--- config.mk ---
export PLATFORM = sky130hd
export DESIGN_NAME = pulse_monitor_flat
export DESIGN_NICKNAME = d
export VERILOG_FILES = /design/src/rtl/pulse_monitor_if.sv /design/src/rtl/pulse_monitor.sv /design/src/flat_wrapper.sv
export SDC_FILE = /design/constraint.sdc
export NUM_CORES = 1
export LEC_CHECK = 0
export CORE_AREA = 2 2 84 86
export CTS_CLUSTER_DIAMETER = 80
export DETAILED_ROUTE_END_ITERATION = 12
export DIE_AREA = 0 0 86 88
export PLACE_DENSITY = 0.69
export SYNTH_ARGS = -nofsm -noshare
export SYNTH_HDL_FRONTEND = slang
export SYNTH_SLANG_ARGS = --single-unit
--- constraint.sdc ---
create_clock -name clk_i -period 3.06 [get_ports clk_i]
set_input_delay 0.612 -clock clk_i [delete_from_list [all_inputs] [get_ports clk_i]]
set_output_delay 0.612 -clock clk_i [all_outputs]
set_load 0.005 [all_outputs]
--- src/rtl/pulse_monitor_if.sv ---
// Bundle of the monitored pulse stream, its clear control and the
// measurement results produced by pulse_monitor.
interface pulse_monitor_if #(
  parameter int CNT_W = 8
);
  logic             pulse_in;
  logic             clr;
  logic             pulse_det;
  logic             len_valid;
  logic [CNT_W-1:0] high_len;
  logic [CNT_W-1:0] low_len;
  logic             err;
  logic             stuck;
  logic [15:0]      pulse_cnt;

  // Stimulus side: drives the stream and clear, observes the results.
  modport master (
    output pulse_in, clr,
    input  pulse_det, len_valid, high_len, low_len, err, stuck, pulse_cnt
  );

  // Monitor side.
  modport slave (
    input  pulse_in, clr,
    output pulse_det, len_valid, high_len, low_len, err, stuck, pulse_cnt
  );
endinterface

--- src/rtl/pulse_monitor.sv ---
// Pulse stream monitor: measures high/low phase lengths of an already
// synchronous input, compares them with expected lengths, counts rising
// edges and flags saturated (stuck) phases. All outputs are registered.
// The interface instance must be built with the same CNT_W as this module.
module pulse_monitor #(
  parameter int CNT_W    = 8,
  parameter int EXP_HIGH = 1,
  parameter int EXP_LOW  = 1
) (
  input  logic            clk_i,
  input  logic            rst_i,
  pulse_monitor_if.slave  bus
);

  typedef enum logic [1:0] {
    SINIT = 2'd0,  // waiting for the first low sample
    SLOW  = 2'd1,
    SHIGH = 2'd2
  } state_t;

  localparam logic [CNT_W-1:0] CNT_MAX = '1;
  localparam logic [CNT_W-1:0] CNT_ONE = CNT_W'(1);
  localparam logic [CNT_W-1:0] EXP_H   = CNT_W'(EXP_HIGH);
  localparam logic [CNT_W-1:0] EXP_L   = CNT_W'(EXP_LOW);

  state_t           state_q, state_d;
  logic             primed_q, primed_d;
  logic [CNT_W-1:0] low_cnt_q, low_cnt_d;
  logic [CNT_W-1:0] high_cnt_q, high_cnt_d;
  logic [CNT_W-1:0] pend_low_q, pend_low_d;
  logic [CNT_W-1:0] high_len_q, high_len_d;
  logic [CNT_W-1:0] low_len_q, low_len_d;
  logic             pulse_det_q, pulse_det_d;
  logic             len_valid_q, len_valid_d;
  logic             err_q, err_d;
  logic             stuck_q, stuck_d;
  logic [15:0]      pulse_cnt_q, pulse_cnt_d;
  logic             mismatch;

  // Next-state logic: phase tracking, measurement hand-off and status.
  always_comb begin
    state_d     = state_q;
    primed_d    = primed_q;
    low_cnt_d   = low_cnt_q;
    high_cnt_d  = high_cnt_q;
    pend_low_d  = pend_low_q;
    high_len_d  = high_len_q;
    low_len_d   = low_len_q;
    pulse_det_d = 1'b0;
    len_valid_d = 1'b0;
    mismatch    = 1'b0;

    case (state_q)
      SINIT: begin
        if (!bus.pulse_in) begin
          state_d   = SLOW;
          low_cnt_d = CNT_ONE;
          primed_d  = 1'b0;
        end
      end
      SLOW: begin
        if (bus.pulse_in) begin
          state_d     = SHIGH;
          high_cnt_d  = CNT_ONE;
          pulse_det_d = 1'b1;
          // The low phase before the first complete high is partial.
          if (primed_q) begin
            pend_low_d = low_cnt_q;
          end
        end else if (low_cnt_q != CNT_MAX) begin
          low_cnt_d = low_cnt_q + CNT_ONE;
        end
      end
      SHIGH: begin
        if (!bus.pulse_in) begin
          state_d   = SLOW;
          low_cnt_d = CNT_ONE;
          primed_d  = 1'b1;
          if (primed_q) begin
            high_len_d  = high_cnt_q;
            low_len_d   = pend_low_q;
            len_valid_d = 1'b1;
            // Expected lengths never reach CNT_MAX, so saturation mismatches.
            mismatch    = (high_cnt_q != EXP_H) || (pend_low_q != EXP_L);
          end
        end else if (high_cnt_q != CNT_MAX) begin
          high_cnt_d = high_cnt_q + CNT_ONE;
        end
      end
      default: begin
        state_d = SINIT;
      end
    endcase

    // Clear wins over a same-cycle edge: that edge is not counted.
    if (bus.clr) begin
      pulse_cnt_d = '0;
    end else if (pulse_det_d && (pulse_cnt_q != 16'hFFFF)) begin
      pulse_cnt_d = pulse_cnt_q + 16'd1;
    end else begin
      pulse_cnt_d = pulse_cnt_q;
    end

    // A fresh mismatch wins over clear so no error is lost.
    if (mismatch) begin
      err_d = 1'b1;
    end else if (bus.clr) begin
      err_d = 1'b0;
    end else begin
      err_d = err_q;
    end

    // Computed from next-state values so STUCK lines up with the counter.
    stuck_d = ((state_d == SLOW)  && (low_cnt_d  == CNT_MAX)) ||
              ((state_d == SHIGH) && (high_cnt_d == CNT_MAX));
  end

  // State and output registers with synchronous reset.
  always_ff @(posedge clk_i) begin
    if (rst_i) begin
      state_q     <= SINIT;
      primed_q    <= 1'b0;
      low_cnt_q   <= '0;
      high_cnt_q  <= '0;
      pend_low_q  <= '0;
      high_len_q  <= '0;
      low_len_q   <= '0;
      pulse_det_q <= 1'b0;
      len_valid_q <= 1'b0;
      err_q       <= 1'b0;
      stuck_q     <= 1'b0;
      pulse_cnt_q <= '0;
    end else begin
      state_q     <= state_d;
      primed_q    <= primed_d;
      low_cnt_q   <= low_cnt_d;
      high_cnt_q  <= high_cnt_d;
      pend_low_q  <= pend_low_d;
      high_len_q  <= high_len_d;
      low_len_q   <= low_len_d;
      pulse_det_q <= pulse_det_d;
      len_valid_q <= len_valid_d;
      err_q       <= err_d;
      stuck_q     <= stuck_d;
      pulse_cnt_q <= pulse_cnt_d;
    end
  end

  assign bus.pulse_det = pulse_det_q;
  assign bus.len_valid = len_valid_q;
  assign bus.high_len  = high_len_q;
  assign bus.low_len   = low_len_q;
  assign bus.err       = err_q;
  assign bus.stuck     = stuck_q;
  assign bus.pulse_cnt = pulse_cnt_q;

endmodule
--- src/flat_wrapper.sv ---
// flat-port wrapper written by rule: the top's interface ports become plain ports
module pulse_monitor_flat 
#(
  parameter int CNT_W    = 8,
  parameter int EXP_HIGH = 1,
  parameter int EXP_LOW  = 1
)
  (clk_i, rst_i, bus_pulse_in, bus_clr, bus_pulse_det, bus_len_valid, bus_high_len, bus_low_len, bus_err, bus_stuck, bus_pulse_cnt);
  pulse_monitor_if #(.CNT_W(CNT_W)) bus_i ();
  input  logic clk_i;
  input  logic rst_i;
  input wire logic [$bits(bus_i.pulse_in)-1:0] bus_pulse_in;
  input wire logic [$bits(bus_i.clr)-1:0] bus_clr;
  output wire logic [$bits(bus_i.pulse_det)-1:0] bus_pulse_det;
  output wire logic [$bits(bus_i.len_valid)-1:0] bus_len_valid;
  output wire logic [$bits(bus_i.high_len)-1:0] bus_high_len;
  output wire logic [$bits(bus_i.low_len)-1:0] bus_low_len;
  output wire logic [$bits(bus_i.err)-1:0] bus_err;
  output wire logic [$bits(bus_i.stuck)-1:0] bus_stuck;
  output wire logic [$bits(bus_i.pulse_cnt)-1:0] bus_pulse_cnt;
  assign bus_i.pulse_in = bus_pulse_in;
  assign bus_i.clr = bus_clr;
  assign bus_pulse_det = bus_i.pulse_det;
  assign bus_len_valid = bus_i.len_valid;
  assign bus_high_len = bus_i.high_len;
  assign bus_low_len = bus_i.low_len;
  assign bus_err = bus_i.err;
  assign bus_stuck = bus_i.stuck;
  assign bus_pulse_cnt = bus_i.pulse_cnt;
  pulse_monitor #(.CNT_W(CNT_W), .EXP_HIGH(EXP_HIGH), .EXP_LOW(EXP_LOW)) u_core (.clk_i(clk_i), .rst_i(rst_i), .bus(bus_i));
endmodule
==> results of run 1 <==
[layout by cell type (no fill, tap or decap), types with 5 or more instances in the layout]
cell type / instances
xnor2_1: 12
a31oi_1: 9
nand4_1: 8
nor2_1: 48
mux2i_1: 9
nand3_1: 13
nor3_1: 12
ha_1: 8
nand2_1: 50
a21oi_1: 28
buf_4: 8
inv_1: 13
dfxtp_1: 63
clkdlybuf4s50_1: 39
nor4_1: 12
nor2b_1: 5
o21ai_0: 5
clkbuf_8: 9
[routing by layer]
layer	GRT usage	share of wire	up-vias
met5	0	0	-
met4	0.0808	0.012	0
met3	0.0575	0.047	8
met2	0.338	0.50	72
met1	0.243	0.44	1341
li1	-	-	1407
[report_power, final]
group / switching, mW / internal, mW / leakage (nW) / total, mW
logic: 0.0892 / 0.0527 / 0.708 / 0.142
clock network: 0.342 / 0.377 / 0.0956 / 0.719
registers: 0.0107 / 0.826 / 0.508 / 0.837
[cells by family (layout without fill, tap and decap cells)]
kind of cell | after synthesis | count (layout)
adder cells (fa/ha/maj) | 9 | 9
buffers and inverters | 33 | 76
XOR/XNOR | 13 | 13
AO/OA/AOI/OAI | 73 | 73
AND/OR/NAND/NOR | 173 | 173
flip-flops | 63 | 63
multiplexers | 10 | 10
[worst max-delay path: cells and delay by family, from the launching register on]
| family | cells | cell delay [ps] |
|---|---|---|
| buffers and inverters | 2 | 290 |
| AOI/OAI and AO/OA | 3 | 530 |
| adders and majority gates | 1 | 420 |
| and+or+nand+nor | 2 | 750 |
| DFF | 1 | 440 |
[worst paths after layout]
path                     startpoint                      to  depth (start not counted)
max               u_core.state_q[0]        u_core.bus.stuck                          8
min          u_core.bus.high_len[4]  u_core.bus.high_len[4]                          2
max reg2reg       u_core.state_q[0]        u_core.bus.stuck                          8
min reg2reg  u_core.bus.high_len[4]  u_core.bus.high_len[4]                          2
[final cells by class]
type                       count  area, um^2
clock buffer                   9         124
clock inverter                 7        72.6
fill                         639        2900
inverter                      13        48.8
multi-input combinational    278        1680
sequential                    63        1260
tap                           80         100
timing repair buffer          47         450
[registers in the layout, indices dropped and copies added (netlist names)]
| signal | flops |
|---|---|
| u_core.bus.low_len | 8 |
| u_core.bus.stuck | 1 |
| u_core.bus.len_valid | 1 |
| u_core.primed_q | 1 |
| u_core.state_q | 2 |
| u_core.high_cnt_q | 8 |
| u_core.bus.err | 1 |
| u_core.bus.pulse_det | 1 |
| u_core.bus.pulse_cnt | 16 |
| u_core.bus.high_len | 8 |
| u_core.pend_low_q | 8 |
| u_core.low_cnt_q | 8 |
[metrics by stage]
stage          power (mW)  instance area (um^2)  hold WS (ps)  utilization  std cells
5_1_grt              1.77                  3740           475        0.563        497
4_1_cts              1.71                  3740           456        0.563        497
6_report             1.70                  3740           454        0.563        497
3_5_place_dp        0.996                  3540           446        0.534        481
2_1_floorplan       0.956                  3080           440            -        374
3_3_place_gp        0.994                  3540           442        0.534        481
==> flow_metrics.env, run 1 <==
export IMPL_synth_cell_types=54
export IMPL_cts_resized=0
export IMPL_cp_slowest_cell="or4b_1"
export IMPL_end_kind="flop"
export IMPL_grt_pass1_wl_um=12000
export IMPL_fin_nets=424
export IMPL_tns_ps=0
export IMPL_grt_use_total=0.201
export IMPL_vdd_drop_max_v=0.000232
export IMPL_syn_area_um2=3080
export IMPL_synth_fp_nets=386
export IMPL_root_buffer="clkbuf_8"
export IMPL_pin_count=40
export IMPL_ys_async_sr_fraction=0
export IMPL_synth_top_area_share=0.410
export IMPL_routed_wl_um=7250
export IMPL_grt_max_degree=30
export IMPL_antenna_cells=0
export IMPL_yosysWarnings=0
export IMPL_htree_levels=3
export IMPL_max_freq_mhz=397
export IMPL_worst_path_largest_cell_delay_ps=540
export IMPL_synth_cells=374
export IMPL_clockBufferDepth=2
export IMPL_worst_path_max_fanout=7
export IMPL_pre_cts_ws_ps=296
export IMPL_max_cap_violations=0
export IMPL_slew_viol_final=0
export IMPL_layout_drive_gt1_share=0.0767
export IMPL_skew_ps=11.1
export IMPL_cp_required_ps=3310
export IMPL_fp_dieArea_um2=7570
export IMPL_cts_tree="done"
export IMPL_wl_per_cell_um=14.6
export IMPL_chipWidth_um=86
export IMPL_synthXorXnorAreaFrac=0.0370
export IMPL_min_path_type="reg -> reg"
export IMPL_synth_avg_cell_area_um2=8.22
export IMPL_clk_pin_slew_ps=70
export IMPL_initial_core_util=0.463
export IMPL_firstDrtPassIters=4
export IMPL_synth_adder_area_share=0.0358
export IMPL_total_leakage_power_nw=1.31
export IMPL_fp_dieH_um=88
export IMPL_worstSkewPairLatency_ps=350
export IMPL_cts_setup_buffers=0
export IMPL_hpwl_um=5200
export IMPL_synth_most_common_cell="dfxtp_1"
export IMPL_relSlewSlack=0.514
export IMPL_synth_seq_cells=63
export IMPL_synth_compound_area_frac=0.168
export IMPL_yosys_top_cells_area="dfxtp_1 41%, nand2_1 6.1%, nor2_1 5.9%"
export IMPL_ant_nets=0
export IMPL_ys_flop_type="dfxtp_1"
export IMPL_initialDrtViolationCount=144
export IMPL_hold_buffers=0
export IMPL_num_vias=2828
export IMPL_status="completed"
export IMPL_ff2ff_setup_slack_ps=540
export IMPL_setup_ws_ps=540
export IMPL_start_kind="flop"
export IMPL_portBuffers=39
export IMPL_finalCritPeriodShare=0.823
export IMPL_p_per_area_nw_per_um2=454
export IMPL_rows=30
export IMPL_tightest_slew_ps=727
export IMPL_path_cells="inv_1 -> ha_1 -> nand2_1 -> inv_1 -> a41o_1 -> o21ai_1 -> or4b_1 -> o41ai_2"
export IMPL_ys_seq_area_frac=0.410
export IMPL_setup_violations=0
export IMPL_antenna_found_initial=0
export IMPL_core_area_um2=6640
export IMPL_overflow=0
export IMPL_cts_buffers_inserted=9
export IMPL_cp_arrival_ps=2770
export IMPL_cts_sinks=63
export IMPL_critPathMostFrequentCell="inv_1"
export IMPL_rsz0062_at_grt="no"
export IMPL_synth_common_cells="63 x dfxtp_1, 50 x nand2_1, 48 x nor2_1"
export IMPL_synth_largest_area_cell="dfxtp_1"
export IMPL_synth_mux_area_frac=0.0330
export IMPL_area_delta_synth_final_pct=21.6
export IMPL_via_per_inst=5.69
export IMPL_synth_top_family_by_area="simple AND/OR/NAND/NOR gates"
export IMPL_hold_viol=0
export IMPL_synth_edf_count=0
export IMPL_critPathKind="reg -> reg"
export IMPL_place_gp_congestion=0.886
export IMPL_yosys_area_share_simple=0.274
export IMPL_grt_pass1_vias=2599
export IMPL_fin_crit_ps=2520
export IMPL_drc=0
No activity file was read; power rests on OpenSTA's default activity.
==> run 2: changes to the inputs <==
clock period = 2.4 ns   (was 3.06 ns; I/O delays follow)
==> flow_metrics.env, run 2 (synthesis gave the netlist of run 1 again) <==
export IMPL_finalCritPeriodShare=0.957
export IMPL_cts_setup_buffers=0
export IMPL_ff2ff_setup_slack_ps=100
export IMPL_cp_slowest_cell="or4b_1"
export IMPL_setup_violations=0
export IMPL_path_cells="inv_1 -> ha_1 -> or2_1 -> a21oi_2 -> a2111oi_4 -> or4b_1 -> o41ai_2"
export IMPL_final_cell_mix="62 x dfxtp_1, 48 x nand2_1, 48 x nor2_1"
export IMPL_r2r_end="u_core.bus.stuck"
export IMPL_worst_path_max_fanout=5
export IMPL_firstDrtPassIters=5
export IMPL_cp_arrival_ps=2560
export IMPL_hold_viol=0
export IMPL_grt_use_total=0.221
export IMPL_chipWidth_um=86
export IMPL_critPathTopFamily="compound AO/OA/AOI/OAI gates"
export IMPL_total_leakage_power_nw=1.48
export IMPL_worst_path_largest_cell_delay_ps=500
export IMPL_drc=0
export IMPL_ant_nets=0
export IMPL_place_gp_congestion=0.895
export IMPL_pin_count=40
export IMPL_rsz0062_at_grt="no"
export IMPL_min_path_cells=2
export IMPL_grt_max_degree=24
export IMPL_layout_drive_gt1_share=0.150
export IMPL_tns_ps=0
export IMPL_skew_ps=14.3
export IMPL_routed_wl_um=7820
export IMPL_portBuffers=39
export IMPL_antenna_cells=0
export IMPL_via_per_inst=5.61
export IMPL_vdd_drop_max_v=0.000336
export IMPL_core_area_um2=6640
export IMPL_cp_required_ps=2660
export IMPL_clk_pin_slew_ps=80
export IMPL_hpwl_um=5620
export IMPL_grt_pass1_vias=2856
export IMPL_design_area_um2=4010
export IMPL_min_path_type="reg -> reg"
export IMPL_critPathKind="reg -> reg"
export IMPL_wl_per_cell_um=14.8
export IMPL_cts_sinks=63
export IMPL_r2r_cells=7
export IMPL_status="completed"
export IMPL_start_kind="flop"
export IMPL_rows=30
export IMPL_fp_dieH_um=88
export IMPL_reg2reg_from="u_core.state_q[1]"
export IMPL_cp_num_buf_inv=1
export IMPL_largest_reg_flops=16
export IMPL_p_per_area_nw_per_um2=584
export IMPL_cts_buffers_inserted=9
export IMPL_antenna_found_initial=0
export IMPL_fp_dieArea_um2=7570
export IMPL_grt_pass1_wl_um=13200
export IMPL_fin_nets=455
export IMPL_htree_levels=3
export IMPL_setup_ws_ps=104
export IMPL_pre_cts_ws_ps=-150
export IMPL_clockBufferDepth=2
export IMPL_overflow=0
export IMPL_worstSkewPairLatency_ps=360
export IMPL_relSlewSlack=0.327
export IMPL_fin_crit_ps=2300
export IMPL_max_freq_mhz=436
export IMPL_post_dp_cell_area_um2=3780
export IMPL_final_common_cell="dfxtp_1"
export IMPL_num_vias=2960
export IMPL_area_delta_synth_final_pct=30.5
export IMPL_root_buffer="clkbuf_8"
export IMPL_worstHoldStart="u_core.bus.high_len[3]"
export IMPL_slew_viol_final=0
export IMPL_tightest_slew_ps=1010
export IMPL_max_cap_violations=0
export IMPL_initial_core_util=0.463
export IMPL_holdPathEnd="u_core.bus.high_len[3]"
export IMPL_initialDrtViolationCount=140
export IMPL_cts_tree="done"
export IMPL_end_kind="flop"
## run 2: cell types whose count changed in the layout (fill, tap and decap cells not counted), moves of 2 or more
cell      before  now
buf_4          8   39
clkinv_2       2    0
inv_6          1    3
nand2_1       50   48
nand2_2        0    2
## run 2: metrics by stage
stage	util	total power, mW	std cells	hold slack [ps]
2_1_floorplan	-	1.22	374	440
3_3_place_gp	0.569	1.30	512	443
3_5_place_dp	0.569	1.31	512	446
4_1_cts	0.603	2.35	528	458
5_1_grt	0.604	2.43	528	474
6_report	0.604	2.34	528	456
## run 2: layout make-up
type	instances	area, um^2
Clock inverter	7	103
Sequential cell	63	1260
Multi-Input combinational cell	278	1690
Timing Repair Buffer	78	683
Clock buffer	9	124
Inverter	13	48.8
Fill cell	597	2630
Tap cell	80	100
## run 2: worst max-delay path by stage
stage / start / to / slack, ps / depth (start not counted)
after floorplan: u_core.state_q[0] / u_core.bus.stuck / 150 / 7
after global placement: bus_pulse_in / u_core.bus.high_len[0] / -140 / 9
after detailed placement: bus_pulse_in / u_core.bus.stuck / -150 / 9
after CTS: u_core.state_q[1] / u_core.bus.stuck / 30 / 8
after global routing: u_core.state_q[1] / u_core.bus.stuck / 10 / 9
final: u_core.state_q[1] / u_core.bus.stuck / 100 / 7
## run 2: worst min-delay path, stage by stage, from the launching register on
cell and delay (ps):
dfxtp_1 310, nand2_1 50, a21oi_1 50
## run 2: repair_timing
action | 4_1_cts | 5_1_grt
hold buffers | 0 | 0
gates resized for setup | 0 | 4
setup endpoints to repair | 0 | 1
## run 2: power by group
group / switching [mW] / total (mW) / internal (mW)
combinational: 0.128 / 0.226 / 0.0979
sequential: 0.00936 / 1.06 / 1.05
clock: 0.457 / 1.05 / 0.596
## run 2: per-layer routing
metal | up-vias | GRT usage | routed length (um)
met5 | - | 0 | 0
met4 | 0 | 0.0851 | 115
met3 | 11 | 0.0594 | 279
met2 | 76 | 0.386 | 3930
met1 | 1397 | 0.259 | 3490
li1 | 1476 | - | -
==> run 3: changes to the inputs <==
CORE_AREA = 2 2 76 96   (was 2 2 84 86)
DIE_AREA = 0 0 78 98   (was 0 0 86 88)
PLACE_DENSITY = 0.68   (was 0.69)
==> flow_metrics.env, run 3 (synthesis gave the netlist of run 1 again) <==
export IMPL_antenna_found_initial=0
export IMPL_r2r_end="u_core.bus.stuck"
export IMPL_reg2reg_from="u_core.state_q[1]"
export IMPL_drc=0
export IMPL_worstSkewPairLatency_ps=340
export IMPL_grt_pass1_vias=2878
export IMPL_chipWidth_um=78
export IMPL_worstSetupEndpoint="u_core.bus.stuck"
export IMPL_min_path_type="reg -> reg"
export IMPL_cts_buffers_inserted=9
export IMPL_pin_count=40
export IMPL_rsz0062_at_grt="no"
export IMPL_routed_wl_um=7860
export IMPL_layout_drive_gt1_share=0.133
export IMPL_via_per_inst=5.49
export IMPL_hpwl_um=5750
export IMPL_status="completed"
export IMPL_area_delta_synth_final_pct=28.5
export IMPL_grt_pass1_wl_um=13100
export IMPL_p_per_area_nw_per_um2=550
export IMPL_cts_sinks=63
export IMPL_largest_reg_flops=16
export IMPL_initialDrtViolationCount=160
export IMPL_start_kind="flop"
export IMPL_root_buffer="clkbuf_8"
export IMPL_place_gp_congestion=0.919
export IMPL_cp_required_ps=2650
export IMPL_fp_dieH_um=98
export IMPL_wl_per_cell_um=14.8
export IMPL_hold_buffers=0
export IMPL_relSlewSlack=0.667
export IMPL_num_vias=2921
export IMPL_clockBufferDepth=2
export IMPL_overflow=0
export IMPL_firstDrtPassIters=4
export IMPL_r2r_cells=8
export IMPL_slew_viol_final=0
export IMPL_tightest_slew_ps=498
export IMPL_cts_resized=0
export IMPL_max_freq_mhz=442
export IMPL_ff2ff_setup_slack_ps=140
export IMPL_max_cap_violations=0
export IMPL_cts_setup_buffers=0
export IMPL_antenna_cells=0
export IMPL_tns_ps=0
export IMPL_cp_slowest_cell="or4_1"
export IMPL_clk_pin_slew_ps=70
export IMPL_fin_nets=449
export IMPL_total_leakage_power_nw=1.44
export IMPL_ant_nets=0
export IMPL_core_area_um2=6810
export IMPL_grt_use_total=0.215
export IMPL_worst_path_max_fanout=5
export IMPL_setup_violations=0
export IMPL_cts_tree="done"
export IMPL_htree_levels=3
export IMPL_grt_max_degree=42
export IMPL_skew_ps=8.31
export IMPL_portBuffers=39
export IMPL_worst_path_largest_cell_delay_ps=490
export IMPL_startpoint="u_core.state_q[1]"
export IMPL_fin_crit_ps=2260
export IMPL_critPathKind="reg -> reg"
export IMPL_end_kind="flop"
export IMPL_cp_arrival_ps=2520
export IMPL_rows=34
export IMPL_vdd_drop_max_v=0.000317
export IMPL_final_cell_mix="62 x dfxtp_1, 49 x nand2_1, 48 x nor2_1"
export IMPL_p_total_mw=2.17
export IMPL_initial_core_util=0.452
export IMPL_final_common_cell="dfxtp_1"
export IMPL_fp_dieArea_um2=7640
export IMPL_path_cells="inv_1 -> ha_1 -> buf_4 -> nand2_1 -> a21oi_1 -> mux2_2 -> or4_1 -> o41ai_2"
export IMPL_hold_viol=0
export IMPL_finalCritPeriodShare=0.943
-- run 3: worst min path at each step --
| stage | start | to | slack [ps] | cells past startpoint |
|---|---|---|---|---|
| final | u_core.bus.high_len[1] | u_core.bus.high_len[1] | 460 | 2 |
| after global routing | u_core.bus.low_len[4] | u_core.bus.low_len[4] | 480 | 2 |
| after CTS | u_core.bus.high_len[1] | u_core.bus.high_len[1] | 460 | 2 |
| after detailed placement | u_core.bus.high_len[1] | u_core.bus.high_len[1] | 450 | 2 |
| after global placement | u_core.bus.high_len[6] | u_core.bus.high_len[6] | 440 | 2 |
| after floorplan | u_core.pend_low_q[0] | u_core.bus.low_len[0] | 440 | 2 |
-- run 3: critical path: cells and delay by family, from the launching register on --
kind	cells	cell delay, ps
compound gates	2	280
fa+ha+maj	1	360
buf+inv	2	280
flops	1	370
mux	1	270
simple gates	2	620
-- run 3: cell type report --
type | count | area (um^2)
clock inverters | 6 | 61.3
well taps | 90 | 113
repair buffers | 72 | 651
clock buffers | 10 | 128
fillers | 625 | 2850
multi-input cells | 278 | 1690
inverters | 13 | 48.8
flip-flops and latches | 63 | 1260
-- run 3: per-layer routing --
metal,up-vias,track usage,part of all wire
li1,1457,-,-
met2,82,0.379,0.53
met3,22,0.0370,0.033
met4,0,0.126,0.030
met1,1360,0.241,0.41
met5,-,0,0
-- run 3: report_power, final --
| part | internal, mW | switching, mW | total, mW |
|---|---|---|---|
| Clock | 0.475 | 0.408 | 0.883 |
| Combinational | 0.0960 | 0.131 | 0.227 |
| Sequential | 1.05 | 0.0101 | 1.06 |
-- run 3: through the flow --
step | std cells | cell area (um^2) | util | hold slack [ps] | setup WS, ps
floorplan | 374 | 3080 | - | 440 | 146
global placement | 516 | 3760 | 0.552 | 442 | -118
detailed placement | 516 | 3760 | 0.552 | 446 | -160
CTS | 532 | 3950 | 0.580 | 455 | 80.4
global route | 532 | 3950 | 0.581 | 482 | 67.7
finish | 532 | 3950 | 0.581 | 456 | 137
